==> src/rtl/sram_like_arbiter_pkg.sv <==
// Shared constants and helpers for the SRAM-like arbiter.
// Round-robin arbitration is selected by defining SRAM_ARB_RR_EN; otherwise fixed priority.
package sram_like_arbiter_pkg;

    // Default bus widths of the core's SRAM-like ports
    localparam int unsigned BusAddrW = 32;
    localparam int unsigned BusDataW = 32;

    // SRAM-like transfer size encodings
    typedef enum logic [1:0] {
        SizeByte = 2'b00,
        SizeHalf = 2'b01,
        SizeWord = 2'b10
    } size_e;

    // Channel ID width; never narrower than one bit
    function automatic int unsigned id_width(input int unsigned nch);
        return (nch > 1) ? $clog2(nch) : 1;
    endfunction

    // Occupancy counter width, able to hold the value DEPTH itself
    function automatic int unsigned cnt_width(input int unsigned depth);
        return $clog2(depth) + 1;
    endfunction

    // Read/write pointer width; never narrower than one bit
    function automatic int unsigned ptr_width(input int unsigned depth);
        return (depth > 1) ? $clog2(depth) : 1;
    endfunction

endpackage

==> src/rtl/arb_id_fifo.sv <==
// Synchronous FIFO holding the channel ID of each accepted, not-yet-answered transaction.
// Pushes while full and pops while empty are ignored.
module arb_id_fifo
    import sram_like_arbiter_pkg::*;
#(
    parameter int unsigned WIDTH = 1,
    parameter int unsigned DEPTH = 4
) (
    input  logic             clk,
    input  logic             reset,
    input  logic             push,
    input  logic [WIDTH-1:0] push_data,
    input  logic             pop,
    output logic             full,
    output logic             empty,
    output logic [WIDTH-1:0] head
);

    localparam int unsigned PtrW = ptr_width(DEPTH);
    localparam int unsigned CntW = cnt_width(DEPTH);

    logic [WIDTH-1:0] mem_q [DEPTH];
    logic [PtrW-1:0]  wr_ptr_q, wr_ptr_d;
    logic [PtrW-1:0]  rd_ptr_q, rd_ptr_d;
    logic [CntW-1:0]  count_q, count_d;
    logic             do_push, do_pop;

    assign full    = (count_q == CntW'(DEPTH));
    assign empty   = (count_q == '0);
    assign head    = mem_q[rd_ptr_q];
    assign do_push = push & ~full;
    assign do_pop  = pop & ~empty;

    // Pointer advance with explicit wrap, and occupancy update
    always_comb begin
        wr_ptr_d = wr_ptr_q;
        rd_ptr_d = rd_ptr_q;
        count_d  = count_q;
        if (do_push) begin
            wr_ptr_d = (wr_ptr_q == PtrW'(DEPTH - 1)) ? '0 : wr_ptr_q + 1'b1;
        end
        if (do_pop) begin
            rd_ptr_d = (rd_ptr_q == PtrW'(DEPTH - 1)) ? '0 : rd_ptr_q + 1'b1;
        end
        unique case ({do_push, do_pop})
            2'b10:   count_d = count_q + 1'b1;
            2'b01:   count_d = count_q - 1'b1;
            default: count_d = count_q;
        endcase
    end

    // Pointer and occupancy registers
    always_ff @(posedge clk) begin
        if (reset) begin
            wr_ptr_q <= '0;
            rd_ptr_q <= '0;
            count_q  <= '0;
        end else begin
            wr_ptr_q <= wr_ptr_d;
            rd_ptr_q <= rd_ptr_d;
            count_q  <= count_d;
        end
    end

    // Storage; contents are only meaningful between the pointers, so no reset
    always_ff @(posedge clk) begin
        if (do_push) begin
            mem_q[wr_ptr_q] <= push_data;
        end
    end

endmodule

==> src/rtl/sram_like_arbiter.sv <==
// N-channel SRAM-like arbiter with in-order response routing through a channel-ID FIFO.
// Define SRAM_ARB_RR_EN for round-robin arbitration; default is fixed priority (channel 0 highest).
module sram_like_arbiter
    import sram_like_arbiter_pkg::*;
#(
    parameter int unsigned NCH         = 2,
    parameter int unsigned OUTSTANDING = 4,
    parameter int unsigned ADDR_W      = BusAddrW,
    parameter int unsigned DATA_W      = BusDataW
) (
    input  logic                       clk,
    input  logic                       reset,
    input  logic [NCH-1:0]             m_req,
    input  logic [NCH-1:0]             m_wr,
    input  logic [2*NCH-1:0]           m_size,
    input  logic [ADDR_W*NCH-1:0]      m_addr,
    input  logic [(DATA_W/8)*NCH-1:0]  m_wstrb,
    input  logic [DATA_W*NCH-1:0]      m_wdata,
    output logic [NCH-1:0]             m_addrok,
    output logic [NCH-1:0]             m_dataok,
    output logic [DATA_W-1:0]          m_rdata,
    output logic                       s_req,
    output logic                       s_wr,
    output logic [1:0]                 s_size,
    output logic [ADDR_W-1:0]          s_addr,
    output logic [DATA_W/8-1:0]        s_wstrb,
    output logic [DATA_W-1:0]          s_wdata,
    input  logic                       s_addrok,
    input  logic                       s_dataok,
    input  logic [DATA_W-1:0]          s_rdata
);

    localparam int unsigned IdW   = id_width(NCH);
    localparam int unsigned StrbW = DATA_W / 8;

    logic [IdW-1:0] arb_id;
    logic [IdW-1:0] grant;
    logic [IdW-1:0] head_id;
    logic [IdW-1:0] lock_id_q, lock_id_d;
    logic           lock_valid_q, lock_valid_d;
    logic           lock_hold;
    logic           fifo_full, fifo_empty;
    logic           handshake;
    logic           pop;

`ifdef SRAM_ARB_RR_EN
    logic [IdW-1:0] rr_ptr_q, rr_ptr_d;
    int unsigned    rr_idx;
    logic           rr_found;

    // Round-robin: first requesting channel at or after rr_ptr
    always_comb begin
        arb_id   = '0;
        rr_found = 1'b0;
        rr_idx   = 0;
        for (int k = 0; k < NCH; k++) begin
            rr_idx = int'(rr_ptr_q) + k;
            if (rr_idx >= NCH) begin
                rr_idx = rr_idx - NCH;
            end
            if (!rr_found && m_req[rr_idx]) begin
                arb_id   = IdW'(rr_idx);
                rr_found = 1'b1;
            end
        end
    end

    // Pointer moves past the channel that just completed a handshake
    always_comb begin
        rr_ptr_d = rr_ptr_q;
        if (handshake) begin
            rr_ptr_d = (grant == IdW'(NCH - 1)) ? '0 : grant + 1'b1;
        end
    end

    // Round-robin pointer register
    always_ff @(posedge clk) begin
        if (reset) begin
            rr_ptr_q <= '0;
        end else begin
            rr_ptr_q <= rr_ptr_d;
        end
    end
`else
    // Fixed priority: lowest requesting index wins
    always_comb begin
        arb_id = '0;
        for (int k = NCH - 1; k >= 0; k--) begin
            if (m_req[k]) begin
                arb_id = IdW'(k);
            end
        end
    end
`endif

    // A lock only holds while its owner keeps requesting; a dropped request frees the slave port
    assign lock_hold = lock_valid_q & m_req[lock_id_q];
    assign grant     = lock_hold ? lock_id_q : arb_id;
    assign s_req     = (|m_req) & ~fifo_full & ~reset;
    assign handshake = s_req & s_addrok;
    assign pop       = s_dataok & ~fifo_empty & ~reset;
    assign m_rdata   = s_rdata;

    // Request field mux and per-channel handshake/response strobes
    always_comb begin
        s_wr     = 1'b0;
        s_size   = '0;
        s_addr   = '0;
        s_wstrb  = '0;
        s_wdata  = '0;
        m_addrok = '0;
        m_dataok = '0;
        for (int k = 0; k < NCH; k++) begin
            if (grant == IdW'(k)) begin
                s_wr        = m_wr[k];
                s_size      = m_size[2*k +: 2];
                s_addr      = m_addr[ADDR_W*k +: ADDR_W];
                s_wstrb     = m_wstrb[StrbW*k +: StrbW];
                s_wdata     = m_wdata[DATA_W*k +: DATA_W];
                m_addrok[k] = handshake;
            end
            if (head_id == IdW'(k)) begin
                m_dataok[k] = pop;
            end
        end
    end

    // Lock the grant while the slave stalls an issued request
    always_comb begin
        lock_valid_d = 1'b0;
        lock_id_d    = lock_id_q;
        if (s_req && !s_addrok) begin
            lock_valid_d = 1'b1;
            lock_id_d    = grant;
        end
    end

    // Lock register
    always_ff @(posedge clk) begin
        if (reset) begin
            lock_valid_q <= 1'b0;
            lock_id_q    <= '0;
        end else begin
            lock_valid_q <= lock_valid_d;
            lock_id_q    <= lock_id_d;
        end
    end

    arb_id_fifo #(
        .WIDTH (IdW),
        .DEPTH (OUTSTANDING)
    ) u_id_fifo (
        .clk       (clk),
        .reset     (reset),
        .push      (handshake),
        .push_data (grant),
        .pop       (pop),
        .full      (fifo_full),
        .empty     (fifo_empty),
        .head      (head_id)
    );

endmodule
==> config.mk <==
export PLATFORM = sky130hd
export DESIGN_NAME = sram_like_arbiter
export DESIGN_NICKNAME = d
export VERILOG_FILES = /design/src/rtl/sram_like_arbiter_pkg.sv /design/src/rtl/arb_id_fifo.sv /design/src/rtl/sram_like_arbiter.sv
export SDC_FILE = /design/constraint.sdc
export NUM_CORES = 1
export LEC_CHECK = 0
export CAP_MARGIN = 40
export CORE_AREA = 2 2 112 114
export CTS_CLUSTER_DIAMETER = 120
export CTS_CLUSTER_SIZE = 12
export DETAILED_ROUTE_END_ITERATION = 7
export DIE_AREA = 0 0 114 116
export PLACE_DENSITY = 0.71
export SKIP_CTS_REPAIR_TIMING = 1
export SYNTH_ARGS = -nofsm -noshare
export SYNTH_HDL_FRONTEND = slang
export SYNTH_SLANG_ARGS = --single-unit
==> constraint.sdc <==
create_clock -name clk -period 2.99 [get_ports clk]
set_input_delay 0.598 -clock clk [delete_from_list [all_inputs] [get_ports clk]]
set_output_delay 0.598 -clock clk [all_outputs]
set_load 0.05 [all_outputs]
Word level (Yosys, flattened, before mapping)
Memory sizes are Yosys's and may differ from the RTL's. A register that Yosys moved wholly into a read port is not among the register bits.
Cells that the tools add are included.
Widths: inputs -> output; s select.
{"block": "totals", "register_bits": 9, "latchBits": 0, "mem_bits_rw": 4, "rom_bits": 0, "inputBits": 180, "output_inout_bits": 108, "elab_cells": 54, "n_memories": 1}
{"name": "u_id_fifo.mem_q", "words": 4, "width": 1, "rd": 1, "rd_ports_with_merged_regs": 1, "write_ports": 1, "line": "arb_id_fifo.sv:22", "rtl": "logic [WIDTH-1:0] mem_q [DEPTH];"}
{"block": "op_classes", "addsub": 4, "n_mul": 0, "n_div": 0, "n_lt_le_gt_ge": 1, "eq_ne": 5, "shifts": 0, "mux": 22, "n_bitwise": 11, "reduce_logical": 5}
{"cell": "$mux 32", "n": 2}
{"cell": "$mux 1", "n": 13}
{"cell": "$mux 2", "n": 5}
{"cell": "$and 1x1->1", "n": 8}
{"cell": "$eq 2x2->1 const B", "n": 3}
{"cell": "$pmux 3 s2", "n": 1}
{"cell": "$add 2x1->2 const B", "n": 2}
{"cell": "$mux 4", "n": 1}
{"cell": "$add 3x1->3 const B", "n": 1}
{"cell": "$eq 3x3->1 const B", "n": 1}
{"cell": "$logic_not 3->1", "n": 1}
{"cell": "$not 1->1", "n": 3}
{"cell": "$sub 3x1->3 const B", "n": 1}
{"cell": "$eq 2x1->1 const B", "n": 1}
{"cell": "$lt 1x2->1 const B", "n": 1}
{"cell": "$reduce_bool 2->1", "n": 1}
{"cell": "$reduce_or 2->1", "n": 1}
{"cell": "$logic_and 1x1->1", "n": 1}
{"cell": "$logic_not 1->1", "n": 1}

Depth between registers and ports, before layout
{"block": "logic_depth", "word_depth": 8, "mapped_depth": 10, "ltp_nobuf": 9}

Cells and area by module
From an unflattened synthesis, not the netlist that was laid out.
{"block": "hier_totals", "cells_unflattened": 186, "hier_area_um2": 2178.3}
{"mod": "sram_like_arbiter", "instances": 1, "cells_each": 127, "area_each_um2": 1537.7, "seq_area_each_um2": 40.0}
{"mod": "arb_id_fifo", "instances": 1, "cells_each": 59, "area_each_um2": 640.6, "seq_area_each_um2": 300.3}

Worst setup path after synthesis
Ideal clock, no wire load.
{"block": "synth_path", "path_kind": "flip-flop to output port", "startpoint": "register with a tool-made name", "endpoint": "output m_dataok[0]", "t_arrival_ns": 1.866, "required_ns": 2.392, "path_slack_ns": 0.526, "stages_incl_launch_ff": 3, "path_buffers": 0, "cell_sequence": "dfxtp_1 > mux4_2 > nor3_1"}
{"element": "to (decl)", "line": "sram_like_arbiter.sv:20", "rtl": "output logic [NCH-1:0] m_dataok,"}

Worst setup path after layout
{"block": "layout_path", "startpoint": "input m_req[0]", "endpoint": "output s_addr[7]"}
{"block": "layout_via", "elab_chain_len": 5, "word_cells_on_any_way": 6, "classes_between": "5 x mux; 1 x bitwise"}
{"element": "from (decl)", "line": "sram_like_arbiter.sv:13", "rtl": "input logic [NCH-1:0] m_req,"}
{"element": "$mux 1 (not written as such) (2 in a row)", "line": "sram_like_arbiter.sv:97", "rtl": "assign lock_hold = lock_valid_q & m_req[lock_id_q];"}
{"element": "$and 1x1->1", "line": "sram_like_arbiter.sv:97"}
{"element": "$mux 1 *", "line": "sram_like_arbiter.sv:98", "rtl": "assign grant = lock_hold ? lock_id_q : arb_id;"}
{"element": "$mux 32 *", "line": "sram_like_arbiter.sv:114", "rtl": "if (grant == IdW'(k)) begin"}
{"element": "to (decl)", "line": "sram_like_arbiter.sv:25", "rtl": "output logic [ADDR_W-1:0] s_addr,"}
Mark *: on every way between the ends. The rest lies on a longest branch, timed or not. The select of a mux whose other input is x is not followed.

==> metrics.log <==
INFO  metric syn-num-nets = 369
INFO  metric area_growth = 137.0%
INFO  metric timing.final.hold_violations = 0
INFO  metric worst_ep_required_time = 2.39 ns
INFO  metric pwr_density_cell = 305.8 mW/mm²
INFO  metric fp.dieArea = 0.01322 mm²
INFO  metric num_vias = 2126
INFO  metric portBuffers = 223
INFO  metric critical_path.max_fanout = 33
INFO  metric critical-path-top-cell-by-count = sky130_fd_sc_hd__buf_12
INFO  metric cp_max_stage_delay = 0.43 ns
INFO  metric finalNetCount = 570
INFO  metric final_design_area_no_fill = 0.005097 mm²
INFO  metric cp_endpoint_kind = output pin
INFO  metric vias_in_the_first_global_route = 2201
INFO  metric worstReg2RegStart = u_id_fifo.count_q[2]
INFO  metric max_slew_headroom = 58.52%
INFO  metric cell_internal_pwr = 1.001 mW
INFO  metric ctsHtreeMaxLevel = 1
INFO  metric share_of_synthesized_registers_carrying_an_async_set_or_reset = 0%
INFO  metric final_max_slew_viol_count = 0
INFO  metric core_region_area = 0.01191 mm²
INFO  metric groute.usage.overall = 11.59%
INFO  metric synth-main-ff-cell = sky130_fd_sc_hd__dfxtp_1
INFO  metric skew = 0.001557 ns
INFO  metric clock_buffers_created_by_tritoncts = 3
INFO  metric cts-root-buf = sky130_fd_sc_hd__clkbuf_16
INFO  metric cts.sink_count = 15
INFO  metric dr.pass1.iters = 4
INFO  metric worstPathCellList = clkdlybuf4s50_1 > a21bo_2 > nand2_4 > inv_8 > buf_12 > mux2_4 > buf_12
INFO  metric maxClockFrequency = 347.1 MHz
INFO  metric max_cap_violations = 0
INFO  metric initial_utilization = 18.06%
INFO  metric total_detailed_routing_wirelength = 8.451 mm
INFO  metric vias_per_cell = 4.019
INFO  metric post_drt_wl_per_cell = 15.98 µm
INFO  metric critPathLaunch = m_req[0]
INFO  metric comb_power_share = 68.9%
INFO  metric grt_overflow = 0
INFO  metric fin_setup_tns = 0 ns
INFO  metric postSynthRegisterBits = 15
INFO  metric period_needed = 2.881 ns
INFO  metric critPathKind = in -> out
INFO  metric p_clk_share = 16.3%
INFO  metric place.detailed.hpwl = 7.528 mm
INFO  metric drt.antenna.violating_nets = 0
INFO  metric post-route-worst-setup-slack = 0.1092 ns
INFO  metric max-clock-path-buffers = 2
INFO  metric synthDistinctLibCells = 29
INFO  metric gp_congestion = 0.7099
INFO  metric critical_path_arrival = 2.28 ns
INFO  metric tritoncts = yes
INFO  metric yosysTopAreaCellShare = 47.47%
INFO  metric net-switching-power = 0.5577 mW
INFO  metric share_of_final_layout_standard_cells_stronger_than_drive_strength_1 = 44.24%
INFO  metric ys.warnings.count = 0
INFO  metric antenna_cells_inserted = 0
INFO  metric synthesis.area_per_instance = 11.82 µm²
INFO  metric hold_class = reg -> reg
INFO  metric vdd_ir_drop_max = 0.0002268 V
INFO  metric largest_net_degree_at_the_start_of_global_routing = 34
INFO  metric grt_pass1_wl = 12.10 mm
INFO  metric height_of_the_chip = 116 µm
INFO  metric startpoint_kind_of_the_worst_setup_timing_path = primary input
INFO  metric synth.most_common_cell = sky130_fd_sc_hd__mux2_4
INFO  metric synth_edf_count = 4
INFO  metric core.rowCount = 40
INFO  metric clkSlewWorstSetupHoldPaths = 0.05 ns
INFO  metric worst_skew_pair.late_latency = 0.24 ns
INFO  metric dp_slack = 0.09289 ns
INFO  metric leak = 2.198 nW
INFO  metric min_from = lock_id_q
INFO  metric p_seq_share = 14.8%
INFO  metric final.period_utilization = 96.35%
INFO  metric slowest_stage = sky130_fd_sc_hd__clkdlybuf4s50_1
INFO  metric io_pins = 288
INFO  metric post_synth_main_area_contributors = sky130_fd_sc_hd__mux2_4 47%, sky130_fd_sc_hd__buf_4 11%, sky130_fd_sc_hd__dfxtp_1 10%
INFO  metric placement.cell_area = 0.005019 mm²
INFO  metric dr.first_iter.drc_count = 67
INFO  metric timing.final.setup_violations = 0
INFO  metric die-width = 114 µm
INFO  metric synth_sequential_area_ratio = 15.82%
INFO  metric grt_setup_unrepaired = no
INFO  metric outcome = finished, final reports clean
INFO  metric post-route-drc-count = 0
INFO  metric slew_worst_pin = 0.6169 ns
INFO  metric netlist_top_cells_count = 68 x sky130_fd_sc_hd__mux2_4, 32 x sky130_fd_sc_hd__buf_4, 11 x sky130_fd_sc_hd__dfxtp_1
INFO  metric synth.largest_area_cell = sky130_fd_sc_hd__mux2_4
INFO  metric power_switching_share = 35.78%
INFO  metric grt_antenna_before_repair = 0
INFO  metric synthCells = 182
INFO  metric synth_area = 0.002151 mm²
layout by cell type (no fill, tap or decap), types with 3 or more instances in the layout:
cell                              synthesis  final
sky130_fd_sc_hd__ha_1                     6      6
sky130_fd_sc_hd__mux2_4                  68     68
sky130_fd_sc_hd__buf_12                   0     72
sky130_fd_sc_hd__clkbuf_16                0      3
sky130_fd_sc_hd__and2_1                   5      5
sky130_fd_sc_hd__edfxtp_1                 4      4
sky130_fd_sc_hd__buf_4                   32     17
sky130_fd_sc_hd__mux2_2                   3      3
sky130_fd_sc_hd__clkdlybuf4s50_1          0    147
sky130_fd_sc_hd__inv_1                    8      8
sky130_fd_sc_hd__a21oi_1                  3      3
sky130_fd_sc_hd__nor2_1                   9      9
sky130_fd_sc_hd__dfxtp_1                 11     11
worst max-delay path, delay by kind of cell:
| kind | cells | cell delay, ns |
|---|---|---|
| compound gates | 1 | 0.23 |
| buf+inv | 4 | 1.02 |
| simple gates | 1 | 0.08 |
| mux | 1 | 0.34 |
power groups by stage:
stage | clock, mW | sequential (mW) | combinational (mW)
detailed placement | 0 | 0.235 | 1.08
CTS | 0.260 | 0.231 | 1.08
global placement | 0 | 0.234 | 1.07
global route | 0.270 | 0.233 | 1.11
floorplan | 0 | 0.232 | 0.626
finish | 0.254 | 0.231 | 1.07
metal layers:
| metal | routed length (µm) | GRT usage [%] | share of wire (%) | vias up |
|---|---|---|---|---|
| met5 | 0 | 0 | 0 | - |
| met4 | 154 | 2.683 | 1.8 | 0 |
| met3 | 876 | 3.818 | 10 | 24 |
| met2 | 4429 | 21.15 | 52 | 146 |
| met1 | 2991 | 13.14 | 35 | 950 |
| li1 | - | - | - | 1006 |
final timing paths:
check,slack [ns],endpoint,cells past startpoint
setup / recovery,0.11,s_addr[7],7
hold / removal,0.46,lock_id_q,2
setup reg to reg,0.83,u_id_fifo.count_q[2],10
hold reg to reg,0.46,lock_id_q,2
cell type report:
class                   count  area, µm²
fillers                  1126       6814
well taps                 147      183.9
flip-flops and latches     15      340.3
clock buffers               4      78.83
multi-input cells         117       1409
repair buffers            236       3040
inverters                  10      45.04
cells by family (layout without fill, tap and decap cells):
logic type               after synthesis  in the layout  share of synthesized area [%]
AND/OR/NAND/NOR                       23             23                          5.759
adder cells (fa/ha/maj)                7              7                          4.421
flip-flops                            15             15                          15.82
buffers and inverters                 50            250                          18.67
AO/OA/AOI/OAI                         11             11                          3.490
XOR/XNOR                               2              2                         0.8146
multiplexers                          74             74                          51.02
metrics by stage:
| step | utilization, % | hold WS, ns | power, mW | instances |
|---|---|---|---|---|
| floorplan | - | 0.4353 | 0.8584 | 182 |
| global placement | 42.13 | 0.4505 | 1.304 | 525 |
| detailed placement | 42.13 | 0.4648 | 1.314 | 525 |
| CTS | 42.79 | 0.4714 | 1.574 | 529 |
| global route | 42.79 | 0.4936 | 1.617 | 529 |
| finish | 42.79 | 0.4640 | 1.559 | 529 |
No activity file was read; power rests on OpenSTA's default activity.
